==> src/rtl/datapath_ctrl.sv <==
// Sequencer for the 8-bit accumulate datapath: loads operand a, then runs
// the b/c/d ALU triple for a programmable number of passes and captures the result.
module datapath_ctrl #(
  parameter int PASS_W = 4
) (
  input  logic              clk,
  input  logic              reset,
  input  logic              start,
  input  logic              abort,
  input  logic [2:0]        op_b,
  input  logic [2:0]        op_c,
  input  logic [2:0]        op_d,
  input  logic [PASS_W-1:0] passes,
  input  logic [7:0]        dp_s,
  input  logic              dp_ovf,
  output logic              s2,
  output logic              s1,
  output logic              s0,
  output logic              f2,
  output logic              f1,
  output logic              f0,
  output logic              busy,
  output logic              done,
  output logic [7:0]        result,
  output logic              ovf_sticky,
  output logic [PASS_W-1:0] pass_left
);

  typedef enum logic [2:0] {IDLE, LOAD, OP_B, OP_C, OP_D, FIN} state_e;

  typedef struct packed {
    logic [2:0] b;
    logic [2:0] c;
    logic [2:0] d;
  } ops_t;

  state_e            state_q, state_d;
  ops_t              ops_q, ops_d;
  logic [PASS_W-1:0] pass_q, pass_d;
  logic [7:0]        result_q, result_d;
  logic              ovf_q, ovf_d;
  logic              done_q, done_d;

  // NOTE: sequential state uses non-blocking assignments so every register
  // samples the pre-edge values of its peers, independent of statement order.
  always_ff @(posedge clk or negedge reset) begin
    if (!reset) begin
      state_q  <= IDLE;
      ops_q    <= '0;
      pass_q   <= '0;
      result_q <= '0;
      ovf_q    <= 1'b0;
      done_q   <= 1'b0;
    end else begin
      state_q  <= state_d;
      ops_q    <= ops_d;
      pass_q   <= pass_d;
      result_q <= result_d;
      ovf_q    <= ovf_d;
      done_q   <= done_d;
    end
  end

  // NOTE: every signal gets a default before the case so no path can leave
  // it unassigned, which would otherwise infer a latch.
  always_comb begin
    state_d  = state_q;
    ops_d    = ops_q;
    pass_d   = pass_q;
    result_d = result_q;
    ovf_d    = ovf_q;
    done_d   = 1'b0;
    if (state_q != IDLE && abort) begin
      // Abort keeps the partial overflow flag and the previous result.
      state_d = IDLE;
      pass_d  = '0;
    end else begin
      unique case (state_q)
        IDLE: begin
          if (start && !abort) begin
            state_d = LOAD;
            ops_d   = '{b: op_b, c: op_c, d: op_d};
            pass_d  = (passes == '0) ? PASS_W'(1) : passes;
            ovf_d   = 1'b0;
          end
        end
        LOAD: state_d = OP_B;
        OP_B: begin
          state_d = OP_C;
          ovf_d   = ovf_q | dp_ovf;
        end
        OP_C: begin
          state_d = OP_D;
          ovf_d   = ovf_q | dp_ovf;
        end
        OP_D: begin
          ovf_d = ovf_q | dp_ovf;
          if (pass_q > PASS_W'(1)) begin
            pass_d  = pass_q - PASS_W'(1);
            state_d = OP_B;
          end else begin
            state_d = FIN;
          end
        end
        FIN: begin
          result_d = dp_s;
          done_d   = 1'b1;
          pass_d   = '0;
          state_d  = IDLE;
        end
        default: state_d = IDLE;
      endcase
    end
  end

  // Moore decode of the datapath selects from state and the latched ops.
  always_comb begin
    s0         = 1'b1;
    {s2, s1}   = 2'b00;
    {f2, f1, f0} = 3'b000;
    unique case (state_q)
      OP_B: begin
        s0           = 1'b0;
        {f2, f1, f0} = ops_q.b;
      end
      OP_C: begin
        s0           = 1'b0;
        {s2, s1}     = 2'b01;
        {f2, f1, f0} = ops_q.c;
      end
      OP_D: begin
        s0           = 1'b0;
        {s2, s1}     = 2'b10;
        {f2, f1, f0} = ops_q.d;
      end
      default: ;
    endcase
  end

  assign busy       = (state_q != IDLE);
  assign done       = done_q;
  assign result     = result_q;
  assign ovf_sticky = ovf_q;
  assign pass_left  = pass_q;

endmodule

==> config.mk <==
export PLATFORM = sky130hd
export DESIGN_NAME = datapath_ctrl
export DESIGN_NICKNAME = d
export VERILOG_FILES = /design/src/rtl/datapath_ctrl.sv
export SDC_FILE = /design/constraint.sdc
export NUM_CORES = 1
export LEC_CHECK = 0
export ABC_AREA = 1
export BUFFER_PORTS_ARGS = -buffer_cell sky130_fd_sc_hd__buf_2
export CORE_UTILIZATION = 50
export DETAILED_ROUTE_END_ITERATION = 10
export MAX_ROUTING_LAYER = met4
export PLACE_DENSITY = 0.8
export SLEW_MARGIN = 20
export SYNTH_ARGS = -nofsm -noshare
export SYNTH_HDL_FRONTEND = slang
export SYNTH_SLANG_ARGS = --single-unit
==> constraint.sdc <==
create_clock -name clk -period 2.9 [get_ports clk]
set_clock_uncertainty 0.1 [all_clocks]
set_input_delay 0.145 -clock clk [delete_from_list [all_inputs] [get_ports clk]]
set_output_delay 0.145 -clock clk [all_outputs]
set_load 0.02 [all_outputs]
== Word-level counts from Yosys, hierarchy flattened ==
Cells that the tools add are included.
Word-level totals
  flip-flop bits (word level): 26
  bits of input ports: 26
  output and inout bits: 21
Operators by class
  add/sub/neg operators: 1
  $lt $le $gt $ge: 1
  equal/unequal tests: 8
  multiplexer cells: 19
  bitwise gates (word level): 2
  reductions and logical operators: 13
Operators with widths (number)
  $mux 4: 4
  $pmux 3 s5: 1
  $pmux 4 s3: 1
  $mux 3: 3
  $pmux 1 s3: 3
  $reduce_and 3->1: 3
  $eq 3x2->1 const B: 2
  $eq 3x3->1 const B: 2
  $mux 1: 6
  $ne 3x3->1 const B: 2
  $gt 4x1->1 const B: 1
  $logic_not 4->1: 1
  $reduce_bool 4->1: 1
  $sub 4x1->4 const B: 1
  $eq 3x1->1 const B: 1
  $logic_not 3->1: 1
  $reduce_bool 3->1: 1
  $reduce_or 3->1: 1
  $logic_and 1x1->1: 2
  $ne 2x2->1 const B: 1
  $pmux 1 s2: 1
  $reduce_and 2->1: 1
  $reduce_bool 2->1: 1
  $logic_not 1->1: 1
  2 further kinds: 2

== Logic depth before layout (Yosys ltp) ==
Gate-level depths: netlist (run 1).
  word-level depth: 5
  mapped depth: 10
  gate-level depth less buffers: 10

== Least setup slack after synthesis (run 1) ==
OpenSTA, ideal clock, no wires.
  path kind: reg-to-output
  start: register state_q[0]
  end: output port f0
  arrival: 1526 ps
  slack: 1129 ps
  cell stages (with the launch flop): 5
  buffers on the path: 0
  cells stage by stage: dfrtp_1 > inv_1 > nor3_1 > nand2_1 > nand3_1
On the way
  cells in the longest elaborated chain, start to end: 2
Ends and longest elaborated chain
  start, declared: RTL line 37  | state_e state_q, state_d;
  start signal, assigned: RTL line 55  | state_q <= state_d;
  $eq 3x3->1 or $eq 3x2->1 (tied branches): RTL line 121  | unique case (state_q)
  $pmux 1 s3 (*): RTL line 121
  end, declared: RTL line 21  | output logic f0,
Every way passes the cells marked *; elsewhere a longest branch is shown, timed or not.

== Worst setup path after layout (run 1) ==
  start: register state_q[0]
  end: output port f2
On the way
  cells in the longest elaborated chain, start to end: 2
Ends and longest elaborated chain
  $eq 3x3->1 or $eq 3x2->1 (tied branches): RTL line 121
  $pmux 1 s3 (*): RTL line 121
  end, declared: RTL line 19  | output logic f2,
Marks and branches as above.

==> impl_metrics.yaml, run 1 <==
status:
  status: "finished clean"
global_routing:
  antenna_found_initial: 0
  grt_use_met2: 0.462
  grt_pass1_vias: 1239
  grtUsageMet1: 0.314
  grt_pass1_wl_um: 5220
  grt_busiest_layer: "met2"
  gr-total-overflow: 0
  gr-usage-all-layers: 0.270
  grt_max_degree: 27
  use_met3: 0.0431
setup_path:
  worstSetupEndpointType: "output pin"
  cp.required_ns: 2.65
  arrival_ns: 1.85
  crit_type: "flip-flop to output pin"
  critPathLaunchType: "flip-flop"
  crit_fanout: 5
job:
  cap_violations: 0
sta:
  max_slew_margin: 0.605
  final_max_slew_viol_count: 0
  finalCriticalPeriod_ns: 2.10
  setup_tns_ns: 0
  rsz0062_at_grt: "false"
  finalSetupViolCount: 0
  finalCritPeriodShare: 0.724
  clock.fmax_mhz: 476
  finalHoldViolations: 0
  worstMarginPinSlew_ns: 0.589
drt:
  wirelength_um: 3200
  viasPerCell: 4.87
  num_vias: 1354
  drc: 0
  drt_iter0_markers: 24
  ant_nets: 0
  avgRoutedWirePerCell_um: 11.5
  drtPass1Iterations: 4
clocking:
  cts_root_buf: "clkbuf_4"
  cts_max_level: 1
  clk_pin_slew_ns: 0.14
  ctsResizeCount: 0
  cts_post_setup_buffers_inserted: 0
  cts_tree: "done"
  cts.path.max_buffers: 2
  cts.sinks: 26
  insertion_delay_ns: 0.32
  cts_made_buffers: 3
die:
  start_util: 0.526
  die_h_um: 53.0
  ioPinCount: 47
  die_w_um: 53.0
  rows: 18
  coreArea_mm2: 0.00248
  dieArea_mm2: 0.00281
yosys:
  synth_warnings: 0
  syn_inst: 178
  syn_area_mm2: 0.00130
  netlist.area_leader.share: 0.500
  syn_avg_cell_area_um2: 7.32
  synth_edf_count: 0
  synth_area_leader_cell: "dfrtp_1"
  synth_common_cells: "nand2_1 (85), dfrtp_1 (26), inv_1 (17), nand3_1 (12), nor2_1 (12)"
  yosysSeqAreaShare: 0.500
  yosysMostFrequentCell: "nand2_1"
  synth_flop_cell: "dfrtp_1"
  synthArstFlopShare: 1.00
  synth_area_leaders: "dfrtp_1 (50%), nand2_1 (24%), inv_1 (4.9%), nand3_1 (4.6%), nor2_1 (3.5%)"
  synth_nets: 206
  synth-seq-cells: 26
  synth_cell_types: 17
placement:
  portBuffers: 46
  gp_congestion: 0.890
  placed_area_mm2: 0.00157
  place_hpwl_um: 2060
finish:
  area_growth_pct: 40.2
  fillers: 213
  fin_area_mm2: 0.00183
  antenna_cells: 0
  nNetsFinal: 277
  layout-drive-gt1-share: 0.238
power_and_ir_drop:
  power_density_mw_per_mm2: 923
  p_leak_nw: 1.05
  peakVddDrop_mv: 0.638
hold_path:
  hold_class: "primary input to flip-flop"
[final timing paths]
kind | startpoint | to | slack [ns] | depth (start not counted)
setup / recovery | state_q[0] | f2 | 0.80 | 5
hold / removal | passes[3] | pass_left[3] | 0.1 | 5
setup reg to reg | pass_left[0] | pass_left[1] | 1.22 | 9
hold reg to reg | ops_q[0] | ops_q[0] | 0.39 | 2
max in group asynchronous | reset | ovf_sticky | 2.09 | 2
min in group asynchronous | reset | pass_left[2] | 0.23 | 2
[critical path: stages, from the launching register on]
cell	delay, ns
dfrtp_1	0.46
inv_1	0.15
nor3_1	0.52
nand2_1	0.12
nand3_1	0.12
buf_2	0.17
[area by class of cell]
cell class	instances	area (um^2)	share of cell area
sequential	26	651	0.356
multi-input combinational	131	572	0.313
tap	30	37.5	0.0206
clock buffer	3	22.5	0.0123
clock inverter	1	30.0	0.0164
timing repair buffer	67	438	0.240
inverter	20	75.1	0.0411
[placed cells by master, fill, tap and decap left out, types with 2 or more instances in the layout]
cell / count
a21oi_1: 5
buf_2: 46
clkbuf_4: 3
dfrtp_1: 26
dlygate4sd3_1: 20
ha_1: 2
inv_1: 17
inv_2: 3
nand2_1: 85
nand2_2: 2
nand3_1: 12
nor2_1: 12
nor2_2: 2
o21ai_0: 6
[routing by layer]
metal / vias up / part of all wire
met5: - / 0
met2: 37 / 0.51
li1: 692 / -
met1: 619 / 0.44
met3: 6 / 0.039
met4: 0 / 0.013
[state kept, by name, summed over array words and instances (netlist names)]
signal	flops
ovf_sticky	1
ops_q	9
done	1
pass_left	4
state_q	3
result	8
[per-stage QoR]
step                worst slack (ns)  cells  power (mW)  hold WS (ns)   util
CTS                            0.867    278        1.67         0.102  0.737
floorplan                       1.13    178        1.17        -0.251      -
global placement                1.27    254        1.40        0.0715  0.635
global route                   0.658    278        1.83         0.139  0.737
finish                         0.801    278        1.68        0.0991  0.737
detailed placement              1.24    254        1.41        0.0686  0.635
[repair_timing]
item / 4_1_cts / 5_1_grt
setup endpoints to repair: 0 / 0
endpoints found under the hold margin: 45 / 0
hold buffers: 20 / 0
[report_power, final]
part           total [mW]  internal (mW)  switching, mW
Combinational       0.804          0.280          0.524
Clock               0.243          0.140          0.103
Sequential          0.638          0.520          0.118
[kinds of logic (layout without fill, tap and decap cells)]
kind of cell	after synthesis	after routing	share of synthesized area
compound gates	12	12	0.0471
fa+ha+maj	2	2	0.0192
buf+inv	21	91	0.0615
flops	26	26	0.500
simple gates	117	117	0.373
Note: power is estimated with default switching activity, not from simulation.
==> inputs of run 2 (changes only) <==
--- a/config.mk
+++ b/config.mk
@@ -7,10 +7,10 @@
 export LEC_CHECK = 0
 export ABC_AREA = 1
 export BUFFER_PORTS_ARGS = -buffer_cell sky130_fd_sc_hd__buf_2
-export CORE_UTILIZATION = 50
+export CORE_UTILIZATION = 48
 export DETAILED_ROUTE_END_ITERATION = 10
 export MAX_ROUTING_LAYER = met4
-export PLACE_DENSITY = 0.8
+export PLACE_DENSITY = 0.78
 export SLEW_MARGIN = 20
 export SYNTH_ARGS = -nofsm -noshare
 export SYNTH_HDL_FRONTEND = slang
==> constraint.sdc (replaced) <==
create_clock -name clk -period 2.2 [get_ports clk]
set_clock_uncertainty 0.1 [all_clocks]
set_input_delay 0.11 -clock clk [delete_from_list [all_inputs] [get_ports clk]]
set_output_delay 0.11 -clock clk [all_outputs]
set_load 0.02 [all_outputs]
==> impl_metrics.yaml, run 2 (synthesized netlist as in run 1, its figures left out) <==
status:
  status: "finished clean"
sta:
  final_max_slew_viol_count: 0
  clock.fmax_mhz: 520
  max_slew_margin: 0.624
  finalCritPeriodShare: 0.874
  finalSetupViolCount: 0
  worstMarginPinSlew_ns: 0.563
  finalHoldViolations: 0
  rsz0062_at_grt: "false"
  finalCriticalPeriod_ns: 1.92
  setup_tns_ns: 0
hold_path:
  hold_class: "primary input to flip-flop"
  hold-path-cell-count: 4
finish:
  seqCellArea_um2: 651
  layout-drive-gt1-share: 0.238
  layout_commonest_cell: "nand2_1"
  multi_input_area_um2: 572
  nNetsFinal: 277
  area_growth_pct: 38.9
  final_cell_mix: "nand2_1 (85), buf_2 (46), dfrtp_1 (26)"
  top_register: "ops_q"
  antenna_cells: 0
  largest_reg_flops: 9
  fillers: 217
global_routing:
  grt_pass1_vias: 1133
  antenna_found_initial: 0
  grtUsageMet1: 0.285
  grt_use_met2: 0.409
  gr-usage-all-layers: 0.240
  grt_busiest_layer: "met2"
  grt_max_degree: 27
  grt_pass1_wl_um: 4800
  gr-total-overflow: 0
  use_met3: 0.0395
drt:
  avgRoutedWirePerCell_um: 11.2
  drtPass1Iterations: 5
  drc: 0
  ant_nets: 0
  drt_iter0_markers: 26
  viasPerCell: 4.81
  wirelength_um: 3110
  num_vias: 1337
clocking:
  cts_max_level: 1
  ctsResizeCount: 0
  cts.sinks: 26
  cts.path.max_buffers: 2
  cts_tree: "done"
  holdBufCountCts: 20
  cts_root_buf: "clkbuf_4"
  clk_pin_slew_ns: 0.14
  cts_post_setup_buffers_inserted: 0
  cts_made_buffers: 3
  insertion_delay_ns: 0.32
setup_path:
  crit_type: "flip-flop to output pin"
  path_buf_inv: 2
  worstSetupEndpointType: "output pin"
  cp.depth: 5
  cp_slowest_cell: "nor3_1"
  rr_worst_depth: 9
  crit_fanout: 5
  critPathLaunchType: "flip-flop"
  crit_chain: "inv_1, nor3_1, nand2_1, nand3_1, buf_2"
  cp.required_ns: 1.99
  slowest_delay_ns: 0.46
  crit_family: "simple AND/OR/NAND/NOR gates"
  arrival_ns: 1.71
power_and_ir_drop:
  p_total_mw: 2.12
  peakVddDrop_mv: 0.743
  power_density_mw_per_mm2: 1170
  p_leak_nw: 1.04
die:
  coreArea_mm2: 0.00252
  die_w_um: 54.1
  dieArea_mm2: 0.00293
  ioPinCount: 47
  start_util: 0.516
  die_h_um: 54.1
  rows: 18
placement:
  place_hpwl_um: 2090
  gp_congestion: 0.923
  portBuffers: 46
job:
  cap_violations: 0
run 2: cell type report:
cell class,instances,area share
Sequential cell,26,0.360
Inverter,20,0.0415
Tap cell,30,0.0207
Timing Repair Buffer,67,0.242
Clock buffer,4,0.0201
Multi-Input combinational cell,131,0.316
run 2: worst paths after layout:
kind	start	endpoint	slack (ns)
max reg2reg	pass_left[0]	pass_left[2]	0.51
min in group asynchronous	reset	pass_left[3]	0.19
min	start	ovf_sticky	0.05
min reg2reg	result[1]	result[1]	0.38
max in group asynchronous	reset	state_q[2]	1.44
max	state_q[0]	f1	0.28
run 2: through the flow:
stage	setup slack [ns]	std cells	cell area [um^2]	hold slack, ns	utilization
global route	0.0813	278	1810	0.0752	0.717
CTS	0.291	278	1810	0.0394	0.717
floorplan	0.464	178	1300	-0.286	-
global placement	0.579	254	1570	0.0365	0.624
finish	0.278	278	1810	0.0522	0.717
detailed placement	0.528	254	1570	0.0319	0.624
run 2: power by group:
| group | internal, mW | switching (mW) |
|---|---|---|
| clock network | 0.101 | 0.140 |
| logic | 0.370 | 0.679 |
| registers | 0.684 | 0.146 |
run 2: per-layer routing:
layer	up-vias	wire length (um)
li1	691	-
met1	607	1350
met2	33	1590
met3	6	118
met4	0	52
met5	-	0
run 2: worst min-delay path, delay by kind of cell:
family | cells | cell delay, ns
compound gates | 1 | 0.05
simple gates | 2 | 0.21
buf+inv | 1 | 0.08
==> inputs of run 3 (changes only) <==
--- a/config.mk
+++ b/config.mk
@@ -8,6 +8,7 @@
 export ABC_AREA = 1
 export BUFFER_PORTS_ARGS = -buffer_cell sky130_fd_sc_hd__buf_2
 export CORE_UTILIZATION = 48
+export CTS_BUF_LIST = sky130_fd_sc_hd__clkbuf_8 sky130_fd_sc_hd__clkbuf_16
 export DETAILED_ROUTE_END_ITERATION = 10
 export MAX_ROUTING_LAYER = met4
 export PLACE_DENSITY = 0.78
==> impl_metrics.yaml, run 3 (synthesized netlist as in run 1, its figures left out) <==
job:
  cap_violations: 0
drt:
  ant_nets: 0
  wirelength_um: 3100
  drc: 0
  drt_iter0_markers: 28
  viasPerCell: 4.81
  num_vias: 1331
  avgRoutedWirePerCell_um: 11.2
  drtPass1Iterations: 4
placement:
  place_inst: 254
  place_hpwl_um: 2090
  gp_congestion: 0.923
  portBuffers: 46
finish:
  nNetsFinal: 276
  stdcell_count: 277
  layout_commonest_cell: "nand2_1"
  area_growth_pct: 39.6
  final_core_util: 0.721
  final_cell_mix: "nand2_1 (85), buf_2 (46), dfrtp_1 (26)"
  seqCellArea_um2: 651
  antenna_cells: 0
  multi_input_area_um2: 572
  fillers: 213
  largest_reg_flops: 9
  layout-drive-gt1-share: 0.239
  top_register: "ops_q"
clocking:
  cts.path.max_buffers: 2
  clk_pin_slew_ns: 0.09
  cts_post_setup_buffers_inserted: 0
  cts_max_level: 1
  insertion_delay_ns: 0.26
  cts_made_buffers: 3
  cts.sinks: 26
  cts_root_buf: "clkbuf_8"
  cts_tree: "done"
hold_path:
  hold_class: "primary input to flip-flop"
  hold_path.startpoint: "abort"
  hold_end: "done"
  hold-path-cell-count: 2
power_and_ir_drop:
  power_density_mw_per_mm2: 1200
  p_leak_nw: 1.05
  peakVddDrop_mv: 0.877
sta:
  max_slew_margin: 0.626
  clock.fmax_mhz: 541
  finalSetupViolCount: 0
  setup_tns_ns: 0
  rsz0062_at_grt: "false"
  finalCriticalPeriod_ns: 1.85
  final_max_slew_viol_count: 0
  finalHoldViolations: 0
  worstMarginPinSlew_ns: 0.560
  finalCritPeriodShare: 0.840
setup_path:
  crit_chain: "inv_1, nor3_1, nand2_1, nand3_1, buf_2"
  worstSetupEndpointType: "output pin"
  crit_fanout: 5
  slowest_delay_ns: 0.45
  rr_worst_depth: 9
  reg2reg_from: "pass_left[0]"
  critPathLaunchType: "flip-flop"
  ff2ff_setup_slack_ns: 0.51
  crit_type: "flip-flop to output pin"
  cp_slowest_cell: "nor3_1"
  r2r_end: "pass_left[2]"
  cp.required_ns: 1.99
  path_buf_inv: 2
  arrival_ns: 1.64
  crit_family: "simple AND/OR/NAND/NOR gates"
global_routing:
  grt_pass1_wl_um: 4770
  gr-total-overflow: 0
  grt_max_degree: 27
  use_met3: 0.0480
  grt_busiest_layer: "met2"
  grtUsageMet1: 0.289
  grt_use_met2: 0.399
  grt_pass1_vias: 1126
  gr-usage-all-layers: 0.239
  antenna_found_initial: 0
die:
  die_w_um: 54.1
  start_util: 0.516
  ioPinCount: 47
  coreArea_mm2: 0.00252
  rows: 18
  die_h_um: 54.1
  dieArea_mm2: 0.00293
status:
  status: "finished clean"
-- run 3: how the worst max path moves through the flow --
| stage | start | to | slack, ns | cells past startpoint |
|---|---|---|---|---|
| after floorplan | state_q[0] | f0 | 0.46 | 4 |
| after global placement | pass_left[0] | pass_left[2] | 0.58 | 9 |
| after detailed placement | pass_left[0] | pass_left[2] | 0.53 | 9 |
| after CTS | state_q[0] | f2 | 0.37 | 5 |
| after global routing | state_q[0] | f0 | 0.16 | 5 |
| final | state_q[0] | f1 | 0.35 | 5 |
-- run 3: repair_timing --
action                                 4_1_cts  5_1_grt
gates resized for setup                      0        0
endpoints found under the hold margin       44        0
hold buffers                                19        0
-- run 3: final cells by class --
class | instances | area share
flip-flops and latches | 26 | 0.358
well taps | 30 | 0.0206
multi-input cells | 131 | 0.315
clock buffers | 4 | 0.0303
repair buffers | 66 | 0.235
inverters | 20 | 0.0413
-- run 3: through the flow --
step                power (mW)  hold slack, ns  cell area (um^2)  setup slack [ns]
floorplan                 1.54          -0.286              1300             0.464
global placement          1.84          0.0365              1570             0.579
detailed placement        1.86          0.0319              1570             0.528
CTS                       2.19          0.0106              1820             0.367
global route              2.38          0.0222              1820             0.156
finish                    2.19          0.0128              1820             0.353
-- run 3: report_power, final --
group / internal (mW) / switching, mW / total [mW]
clock network: 0.160 / 0.144 / 0.304
registers: 0.686 / 0.147 / 0.833
logic: 0.369 / 0.680 / 1.05
-- run 3: layer usage --
metal / share of wire / wire [um] / up-vias
li1: - / - / 688
met1: 0.44 / 1360 / 602
met2: 0.51 / 1570 / 35
met3: 0.040 / 125 / 6
met4: 0.014 / 43 / 0
met5: 0 / 0 / -
-- run 3: worst register-to-register path, cell delays in order, from the launching register on --
cell and delay, ns:
dfrtp_1 0.43, inv_1 0.11, ha_1 0.18, inv_1 0.04, nand2_1 0.05, nand2_1 0.06
nor2_1 0.22, nand2_1 0.08, nand2_1 0.18, o21ai_0 0.13
